File: src/rtl/ddmtd_loop_nco.sv
// DDMTD loop return path: PI loop filter on detector phase error, driving a
// phase-accumulator NCO whose registered MSB is the regenerated feedback clock.
module ddmtd_loop_nco #(
   parameter int               ACC_W    = 24,
   parameter logic [ACC_W-1:0] FTW_NOM  = 'h100000,
   parameter int               KP_SHIFT = 4,
   parameter int               KI_SHIFT = 8,
   parameter int               INT_LIM  = 2**20,
   parameter int               LOCK_THR = 64,
   parameter int               LOCK_CNT = 16
) (
   input  logic                    clk_sys,
   input  logic                    rst_n,
   input  logic                    phase_valid,
   input  logic signed [17:0]      phase_err,
   input  logic                    hold,
   output logic                    clk_fb_out,
   output logic        [ACC_W-1:0] ftw,
   output logic                    ftw_valid,
   output logic                    locked
);

   localparam int                 CNT_W      = $clog2(LOCK_CNT + 1);
   localparam logic [CNT_W-1:0]   LOCK_MAX   = CNT_W'(LOCK_CNT);
   localparam logic [31:0]        LOCK_THR_W = 32'(LOCK_THR);
   localparam logic signed [32:0] INT_HI     = 33'(INT_LIM);
   localparam logic signed [32:0] INT_LO     = -INT_HI;
   localparam logic signed [33:0] FTW_MAX    = (34'sd1 <<< (ACC_W - 1)) - 34'sd1;

   function automatic logic signed [31:0] sat_integ(input logic signed [32:0] s);
      if (s > INT_HI)      return INT_HI[31:0];
      else if (s < INT_LO) return INT_LO[31:0];
      else                 return s[31:0];
   endfunction

   // Lower bound 1 keeps the NCO running; upper bound keeps clk_fb_out <= f_clk_sys/2.
   function automatic logic [ACC_W-1:0] sat_ftw(input logic signed [33:0] s);
      if (s < 34'sd1)        return ACC_W'(1);
      else if (s > FTW_MAX)  return FTW_MAX[ACC_W-1:0];
      else                   return s[ACC_W-1:0];
   endfunction

   logic signed [31:0] e;
   logic        [31:0] e_abs;
   logic               in_lock;
   logic signed [32:0] integ_sum;
   logic signed [31:0] integ_sh;
   logic signed [33:0] ftw_sum;

   logic signed [31:0] p_q, p_d;
   logic signed [31:0] integ_q, integ_d;
   logic   [CNT_W-1:0] lock_cnt_q, lock_cnt_d;
   logic               locked_q, locked_d;
   logic               vld_p1_q, vld_p1_d;
   logic   [ACC_W-1:0] ftw_q, ftw_d;
   logic               ftw_valid_q, ftw_valid_d;
   logic   [ACC_W-1:0] acc_q, acc_d;
   logic               clk_fb_q, clk_fb_d;

   always_comb begin
      e         = {{14{phase_err[17]}}, phase_err};
      e_abs     = e[31] ? -e : e;
      in_lock   = (e_abs <= LOCK_THR_W);
      integ_sum = {integ_q[31], integ_q} + {e[31], e};

      p_d        = p_q;
      integ_d    = integ_q;
      lock_cnt_d = lock_cnt_q;
      locked_d   = locked_q;
      vld_p1_d   = phase_valid;

      // Stage 1: proportional term, integrator and lock qualification
      if (phase_valid) begin
         p_d = hold ? 32'sd0 : (e <<< KP_SHIFT);
         if (!hold) integ_d = sat_integ(integ_sum);
         if (in_lock) lock_cnt_d = (lock_cnt_q == LOCK_MAX) ? lock_cnt_q : lock_cnt_q + 1'b1;
         else         lock_cnt_d = '0;
         locked_d = (lock_cnt_d == LOCK_MAX);
      end

      // Stage 2: tuning word from the registers written by stage 1
      integ_sh    = integ_q >>> KI_SHIFT;
      ftw_sum     = {{(34-ACC_W){1'b0}}, FTW_NOM} + {{2{p_q[31]}}, p_q}
                  + {{2{integ_sh[31]}}, integ_sh};
      ftw_d       = vld_p1_q ? sat_ftw(ftw_sum) : ftw_q;
      ftw_valid_d = vld_p1_q;

      acc_d    = acc_q + ftw_q;
      clk_fb_d = acc_q[ACC_W-1];
   end

   always_ff @(posedge clk_sys or negedge rst_n) begin
      if (!rst_n) begin
         p_q         <= '0;
         integ_q     <= '0;
         lock_cnt_q  <= '0;
         locked_q    <= 1'b0;
         vld_p1_q    <= 1'b0;
         ftw_q       <= FTW_NOM;
         ftw_valid_q <= 1'b0;
         acc_q       <= '0;
         clk_fb_q    <= 1'b0;
      end else begin
         p_q         <= p_d;
         integ_q     <= integ_d;
         lock_cnt_q  <= lock_cnt_d;
         locked_q    <= locked_d;
         vld_p1_q    <= vld_p1_d;
         ftw_q       <= ftw_d;
         ftw_valid_q <= ftw_valid_d;
         acc_q       <= acc_d;
         clk_fb_q    <= clk_fb_d;
      end
   end

   assign clk_fb_out = clk_fb_q;
   assign ftw        = ftw_q;
   assign ftw_valid  = ftw_valid_q;
   assign locked     = locked_q;

endmodule
File: config.mk
export PLATFORM = sky130hd
export DESIGN_NAME = ddmtd_loop_nco
export DESIGN_NICKNAME = d
export VERILOG_FILES = /design/src/rtl/ddmtd_loop_nco.sv
export SDC_FILE = /design/constraint.sdc
export NUM_CORES = 1
export LEC_CHECK = 0
export CELL_PAD_IN_SITES_DETAIL_PLACEMENT = 0
export CELL_PAD_IN_SITES_GLOBAL_PLACEMENT = 1
export CORE_UTILIZATION = 47
export DETAILED_ROUTE_END_ITERATION = 12
export PLACE_DENSITY_LB_ADDON = 0.3
export SLEW_MARGIN = 0
export SYNTH_ARGS = -nofsm -noshare
export SYNTH_HDL_FRONTEND = slang
export SYNTH_SLANG_ARGS = --single-unit
File: constraint.sdc
create_clock -name clk_sys -period 4.09 [get_ports clk_sys]
set_input_delay 0.818 -clock clk_sys [delete_from_list [all_inputs] [get_ports clk_sys]]
set_output_delay 0.818 -clock clk_sys [all_outputs]
set_load 0.1 [all_outputs]
==> results by group <==
Worst setup path
  • Delay-heaviest family, CP: compound AO/OA/AOI/OAI gates
  • Required @ worst endpoint: 4.32 ns
  • Maximum fanout along the worst path: 6
  • Worst reg2reg startpoint: integ_q[13]
  • Buf+Inv Stages, Crit Path: 3
  • Cell with the largest stage delay on the worst path: clkdlybuf4s50_1
  • Sort of element at the start of the critical path: primary input
  • Cell chain of the critical path: clkdlybuf4s50_1, ha_2, fa_2, a211oi_2, o211ai_2, buf_6, a211oi_4, o21ai_4, a31oi_2, xor2_1, buf_4, nor3_1, and3_2, nand3_1, or3b_1
  • Launching instance or port of the critical path: phase_err[0]
  • Data arrival at the endpoint of the critical path: 4.19 ns
  • Category of the critical setup timing path: primary input to flip-flop
  • Type of destination of the critical path: flip-flop
  • Delay of the slowest cell on the worst path: 0.44 ns

Yosys
  • Flops & latches, synth: 107
  • Most frequent cells after synthesis: dfrtp_1, ha_1, nor2_1, nand2_1, nand3_1
  • Synth Cell Area: 0.00895 mm2
  • Syn. warnings: 0
  • Synth async-reset ratio: 1.00
  • Post-synthesis instance total: 1,055
  • Most frequently used cell type in the post-synthesis netlist: dfrtp_1
  • Sequential element share of the synthesized area: 0.299
  • Most area-hungry cell type in the Yosys netlist: dfrtp_1
  • Share of Yosys cell area claimed by the top area cell type: 0.296
  • Post-synth EDFFs: 0
  • Syn Area/Cell: 8.49 um2
  • Main area contributors after synthesis: dfrtp_1, ha_1, nand3_1
  • Synth Flop Type: dfrtp_1
  • Net count of the mapped netlist: 1,178
  • Netlist cell types: 81

Power and ir drop
  • Pwr Density: 669 mW/mm2
  • Worst supply voltage drop on vdd: 0.244 mV
  • LEAKAGE: 5.12 nW

Timing
  • Shortest period the worst path allows: 3.96 ns
  • Number of hold violations in the final report: 0
  • Post-route worst setup slack: 0.134 ns
  • Slew at the pin closest to its max-slew limit: 1.07 ns
  • Setup Viol. Count Final: 0
  • Peak clock frequency supported by timing: 0.253 GHz
  • Remaining max-slew budget at the tightest pin: 0.289
  • Clock tree skew after final layout: 0.0138 ns
  • Ratio of final minimum period to clock period: 0.967
  • Max-slew violation count: 0

Global route
  • First-pass GRT wire length: 38,200 um
  • Number of global-route vias before repair: 7,829
  • Leftover overflow at the end of global routing: 0
  • Overall routing resource usage: 0.238
  • Initial antenna violation count: 0
  • Maximum number of pins on one net before global-route repair: 87

Floorplanning
  • Core region area: 0.0187 mm2
  • Full die area: 0.0196 mm2
  • Starting utilization of the core area: 0.479
  • Die height: 140 um
  • Die W: 140 um
  • Number of cell rows: 50
  • Number of top-level pins: 49

Finish
  • Final antenna diode count: 0
  • Growth of design area from synthesis to finish: 23.9%
  • Final non-filler cell total: 1,460
  • Share of cells above drive strength 1: 0.175
  • Final net count: 1,344

Clock tree
  • Count of hold-fix buffers inserted at cts: 0
  • Number of CTS-inserted buffers: 9
  • Clk pin slew, worst setup/hold paths: 0.07 ns
  • Worst skew pair latency: 0.35 ns
  • CTS root buffer: clkbuf_16
  • Number of levels the H-tree was split into: 3
  • Number of clock sinks seen by CTS: 107
  • TritonCTS clock tree: yes
  • Longest Clk Path Bufs: 2

Routing
  • Count of nets left with antenna violations after detail routing: 0
  • Count of routing violations after the opening detailed-route iteration: 488
  • Number of detailed-route iterations in the first pass: 5
  • Vias: 8,294
  • Final routed wirelength across all metal layers: 22,900 um
  • Routed via count divided by cell count: 5.68
  • Per-cell routed wire length: 15.7 um
  • Number of DRC violations after detailed routing: 0

Run
  • Max-cap check violation count: 0

Placement
  • GP Congestion: 0.869
  • Pre-CTS setup slack: -0.410 ns
  • Detailed placer's ending HPWL: 18,500 um
  • DP Cell Count: 1,442
  • Count of input and output buffers: 48

Worst hold path
  • Origin of the worst min-delay path: acc_q[23]
  • Classification of the worst-slack hold path: flip-flop to flip-flop

Outcome
  • Run status: complete, no violations
[worst paths after layout]
check	to	slack [ns]	cells after the start
hold reg to reg	clk_fb_out	0.40	0
min in group asynchronous	acc_q[1]	0.66	1
setup / recovery	integ_q[18]	0.13	15
hold / removal	clk_fb_out	0.40	0
max in group asynchronous	p_q[30]	2.52	2
setup reg to reg	ftw[15]	0.24	15
[per-layer routing]
metal	vias to the layer above	global-route usage	part of all wire
met5	-	0	0
met4	0	0.0416	0.0093
met3	14	0.0215	0.029
met2	145	0.407	0.47
met1	3903	0.330	0.49
li1	4232	-	-
[power breakdown]
| group | internal [W] | leakage [nW] | total [W] | switching, W |
|---|---|---|---|---|
| Combinational | 0.00197 | 3.67 | 0.00498 | 0.00301 |
| Clock | 0.000429 | 0.125 | 0.000807 | 0.000378 |
| Sequential | 0.00141 | 1.33 | 0.00163 | 0.000219 |
[stage by stage]
stage	util	hold slack (ns)	total power (W)	instance area, um2	TNS, ns
detailed placement	0.571	0.387	0.00653	10700	-8.00
finish	0.593	0.400	0.00742	11100	0
global route	0.593	0.411	0.00800	11100	-0.0233
CTS	0.586	0.402	0.00736	11000	0
floorplan	-	0.372	0.00528	8950	0
global placement	0.571	0.377	0.00646	10700	-5.60
[kinds of logic after synthesis]
logic type               after synthesis  share of synthesized area
XOR/XNOR                              54                     0.0528
multiplexers                           6                    0.00727
AND/OR/NAND/NOR                      359                      0.206
adder cells (fa/ha/maj)              101                      0.144
buffers and inverters                113                     0.0511
AO/OA/AOI/OAI                        315                      0.240
flip-flops                           107                      0.299
[area by class of cell]
cell class	instances	area [um2]
Fill cell	1723	7610
Multi-Input combinational cell	835	5940
Sequential cell	107	2680
Timing Repair Buffer	198	1650
Tap cell	234	293
Inverter	70	263
Clock buffer	12	246
Clock inverter	4	27.5
[layout by cell type, fill, tap and decap left out, types with 24 or more instances in the layout]
cell             instances
clkdlybuf4s50_1         46
nand2_1                 71
nor2_1                  74
buf_4                  146
o21ai_0                 54
xnor2_1                 37
dfrtp_1                106
nand3_1                 70
a21oi_1                 66
a21o_1                  30
ha_1                    97
inv_1                   69
nor3_1                  24
[timing repair]
action                                  in CTS  in global routing
setup buffers                                0                  2
endpoints found under the setup margin      16                 36
resized for setup                            3                 27
pin swaps                                    0                 11
[state kept, by name (all words and copies together) (netlist names)]
name	cells
integ_q	32
acc_q	24
ftw	24
p_q	18
lock_cnt_q	5
clk_fb_out	1
ftw_valid	1
ftw_valid_d	1
locked	1
No activity file was read; power rests on OpenSTA's default activity.
==> RTL change 1: new RTL, same settings <==
`p_q` no longer has a reset.
--- a/src/rtl/ddmtd_loop_nco.sv
+++ b/src/rtl/ddmtd_loop_nco.sv
@@ -91,7 +91,6 @@
 
    always_ff @(posedge clk_sys or negedge rst_n) begin
       if (!rst_n) begin
-         p_q         <= '0;
          integ_q     <= '0;
          lock_cnt_q  <= '0;
          locked_q    <= 1'b0;
@@ -101,7 +100,6 @@
          acc_q       <= '0;
          clk_fb_q    <= 1'b0;
       end else begin
-         p_q         <= p_d;
          integ_q     <= integ_d;
          lock_cnt_q  <= lock_cnt_d;
          locked_q    <= locked_d;
@@ -113,6 +111,10 @@
       end
    end
 
+   always_ff @(posedge clk_sys) begin
+      p_q <= p_d;
+   end
+
    assign clk_fb_out = clk_fb_q;
    assign ftw        = ftw_q;
    assign ftw_valid  = ftw_valid_q;
Function: no difference found for any inputs over 4 cycles, from zero or initial values and one cycle with rst_n low; that may be too few to reach the edited logic, so the function may still have changed.
==> RTL change 1 against the unedited design <==
- the flow now finishes with violations (DRC)
- wire length hardly changed
- sequential cell count stayed put
- cell area is 0.74% higher
- worst setup slack worse by 0.069 ns
- global-route usage is 0.41 points higher
- synthesized area is 2.7% lower
- clock skew is 0.00065 ns lower
- non-clock buffer count is 19 higher
- count of clock-buffer cells in the layout is 3 lower
- power is 1.6% higher
- largest power group unchanged
==> RTL change 1: results (changes against the unedited design) <==
[run_status]
status = finished with violations
violations = DRC

[yosys]
yosysSeqAreaShare_pct = 31.8  ; +1.9 points
synth_fp_nets = 1120  ; -4.9%
synth.top_cells.by_count = ha_1, dfrtp_1, nor2_1
synth_async_sr_flop_share_pct = 83.2  ; -17 points
ys_types = 80  ; -1.2%
synthTopCellsByArea = dfrtp_1, ha_1, edfxtp_1
synth_edf_count = 18  ; +18

[global_routing]
grt_start_max_net_pins = 76  ; -13%
grt_pass1_wl_um = 37700  ; -1.3%
grt_use_met2_pct = 41.6  ; +0.94 points
grt_usage_pct = 24.2  ; +0.41 points
use_met1_pct = 32.2  ; -0.85 points
grt_pass1_vias = 7814  ; -0.19%

[worst_setup_path]
critPathLaunch = phase_err[14]
regToRegEndpoint = ftw[0]
crit_slowest_cell = clkdlybuf4s50_1
crit_path_max_fanout = 5  ; -1
max_stage_delay_ns = 0.60  ; +0.16 ns
endpoint = integ_q[9]
cp_data_arrival_time_ns = 4.29  ; +0.10 ns
worstRegToRegCells = 14  ; -1

[power]
vdd_drop_max_v = 0.000318  ; +30%
clkPwrFrac_pct = 11.2  ; +0.3 points
p_leak_uw = 0.00516  ; +0.75%
seq_power_share_pct = 21.5  ; -0.5 points

[cells_and_area]
nets = 1312  ; -2.4%
layout-drive-gt1-share_pct = 20.8  ; +3.4 points

[clock_tree]
cts.clk_slew.worst_paths_ns = 0.08
cts-resized-gates = 2  ; -1
clockRootBuffer = clkbuf_16

[job]
maxCapViolCount = 0  ; unchanged

[routing]
vias = 8171  ; -1.5%
met2WireLength_um = 11000  ; +1.2%
drc = 16  ; +16
wire_per_inst_um = 16.0  ; +2.5%
wl_met1_um = 10800  ; -3.0%
via_per_inst = 5.74  ; +1.0%
drt_pass1_iterations = 9  ; +4

[placed_design]
place.gp.congestion = 0.926  ; +6.5%
place_hpwl_um = 17900  ; -3.0%
placed_cells = 1399  ; -3.0%

[timing]
relSlewSlack_pct = 35.4  ; +6.5 points
timing.hold.ws_ns = 0.408  ; +0.00863 ns
final.setup_skew_ns = 0.0131  ; -0.000649 ns

RTL change 1: cell types whose count changed in the layout (fill, tap and decap cells not counted), moves of 11 or more:
cell / unedited run / this run
nand3_1: 70 / 23
o31ai_1: 5 / 18
o22ai_1: 5 / 25
dfrtp_1: 106 / 87
buf_4: 146 / 164
edfxtp_1: 0 / 18
nor2b_1: 17 / 30
nand3b_1: 22 / 2
o21ai_0: 54 / 34
nand4_1: 11 / 27
o221ai_1: 19 / 0
a211oi_1: 18 / 2
nor2_1: 74 / 86
xnor2_1: 37 / 48
RTL change 1: stage by stage:
| step | instance area [um^2] | setup TNS (ns) | setup slack [ns] | total power [uW] |
|---|---|---|---|---|
| CTS | 10900 | 0 | 0.000468 | 7500 |
| detailed placement | 10600 | -9.86 | -0.469 | 6630 |
| finish | 11200 | 0 | 0.0654 | 7540 |
| global placement | 10600 | -8.50 | -0.386 | 6570 |
| floorplan | 8710 | 0 | 0.253 | 5250 |
| global route | 11200 | -0.0701 | -0.0169 | 8170 |
RTL change 1: cells by family (layout without fill, tap and decap cells):
kind of cell             after synthesis  after routing  synth area share (%)
adder cells (fa/ha/maj)              100            100                  14.6
AO/OA/AOI/OAI                        277            277                  22.1
flip-flops                           107            107                  31.8
buffers and inverters                 98            295                  4.24
multiplexers                           2              2                 0.230
AND/OR/NAND/NOR                      350            350                  20.7
XOR/XNOR                              64             64                  6.43
RTL change 1: final cells by class:
| cell class | count | area [um^2] |
|---|---|---|
| Inverter | 62 | 233 |
| Clock buffer | 9 | 225 |
| Timing Repair Buffer | 217 | 1790 |
| Tap cell | 229 | 287 |
| Multi-Input combinational cell | 793 | 5820 |
| Fill cell | 1596 | 6910 |
| Clock inverter | 7 | 57.6 |
| Sequential cell | 107 | 2770 |
==> RTL change 2: new RTL, same settings <==
Without the edit above. `FTW_NOM`: 'h100000 -> 'h0C0000.
--- a/src/rtl/ddmtd_loop_nco.sv
+++ b/src/rtl/ddmtd_loop_nco.sv
@@ -2,7 +2,7 @@
 // phase-accumulator NCO whose registered MSB is the regenerated feedback clock.
 module ddmtd_loop_nco #(
    parameter int               ACC_W    = 24,
-   parameter logic [ACC_W-1:0] FTW_NOM  = 'h100000,
+   parameter logic [ACC_W-1:0] FTW_NOM  = 'h0C0000,
    parameter int               KP_SHIFT = 4,
    parameter int               KI_SHIFT = 8,
    parameter int               INT_LIM  = 2**20,
Function: changed (a bounded check fails within 4 cycles, from zero or initial values and one cycle with rst_n low).
==> RTL change 2 against the unedited design <==
- the run now ends with DRC left
- worst setup slack better by 0.040 ns
- power decreased by 8.1%
- synthesized area fell by 2.6%
- sequential cell count is the same
- register-to-register slack lost 0.07 ns
- count of clock-buffer cells in the layout down 3
- clock skew is 0.0025 ns lower
- highest routed layer unchanged
- cell area grew 0.54%
- fmax rose by 1.0%
- clock power grew 6.8%
- sequential share of layout area decreased by 0.12 points
- utilization up 2.4 points
- wire length rose by 4.8%
==> RTL change 2: results (changes against the unedited design) <==
[run_status]
status = finished with violations
violations = DRC

[worst_setup_path]
crit_slowest_cell = or4_1
crit_type = register to register
r2r_slack_ns = 0.17  ; -0.07 ns

[global_routing]
grt_start_max_net_pins = 54  ; -38%
grt_pass1_vias = 7854  ; +0.32%
grt_usage_pct = 25.5  ; +1.7 points
grt_pass1_wl_um = 39500  ; +3.4%
grtUsageMet3_pct = 3.05  ; +0.89 points
grt_use_met2_pct = 44.0  ; +3.3 points

[routing]
totalWireLength_um = 24000  ; +4.8%
wl_met1_um = 11200  ; +0.58%
drt_iter0_markers = 512  ; +4.9%
met2WireLength_um = 11500  ; +6.3%
drc = 18  ; +18

[yosys]
synth.top_cells.by_count = dfrtp_1, ha_1, nand2_1, nor2_1, inv_1
yosysSeqAreaShare_pct = 30.7  ; +0.80 points
avgSynthCellArea_um2 = 8.79  ; +3.6%

[cells_and_area]
fill_cells = 1620  ; -6.0%
inverters_excl_clock = 60  ; -14%
layout-drive-gt1-share_pct = 19.9  ; +2.4 points
multi_input_area_share_pct = 53.1  ; -0.46 points
n_all_buffers = 215  ; +8.6%
nonClkBufAreaFrac_pct = 15.8  ; +0.90 points

[power]
vdd_drop_max_v = 0.000264  ; +8.4%

[floorplanning]
rows = 49  ; -2.0%

==> RTL change 2: cell count changes after synthesis, moves of 13 or more <==
| cell | change |
|---|---|
| nand3_1 | -47 |
| o21ai_1 | +19 |
| nor2_1 | -13 |
| a32oi_1 | +20 |
| o221ai_1 | -17 |
==> RTL change 2: kinds of logic (layout without fill, tap and decap cells) <==
| family | Yosys count | count (layout) | share of synthesized area (%) |
|---|---|---|---|
| AOI/OAI and AO/OA | 347 | 347 | 27.5 |
| and+or+nand+nor | 274 | 274 | 16.2 |
| DFF | 107 | 107 | 30.7 |
| adders and majority gates | 101 | 101 | 14.7 |
| buffers and inverters | 100 | 291 | 4.47 |
| xor gates and xnor gates | 62 | 62 | 6.22 |
| muxes | 1 | 1 | 0.115 |
==> RTL change 2: stage by stage <==
step | util, % | setup WS [ns] | area, um^2 | total power, uW | hold WS, ns
after global routing | 61.7 | -0.0161 | 11200 | 7330 | 0.435
after detailed placement | 58.2 | -0.633 | 10500 | 5870 | 0.409
after floorplan | - | 0.171 | 8720 | 4730 | 0.373
after CTS | 60.6 | 0.00217 | 11000 | 6780 | 0.428
final | 61.7 | 0.174 | 11200 | 6820 | 0.426
after global placement | 58.2 | -0.510 | 10500 | 5810 | 0.385
==> RTL change 2: power by group <==
group / internal [uW] / leakage [uW] / total, uW / switching [uW]
logic: 1680 / 0.00369 / 4370 / 2690
registers: 1390 / 0.00134 / 1590 / 208
clock network: 425 / 0.000135 / 862 / 438
total: 3490 / 0.00517 / 6820 / 3340
==> RTL change 2: timing repair <==
item	4_1_cts	5_1_grt
pin swaps	12	13
cloned	0	1
gates resized for setup	22	33
setup buffers	7	4
hold buffers	0	0
setup endpoints to repair	42	43
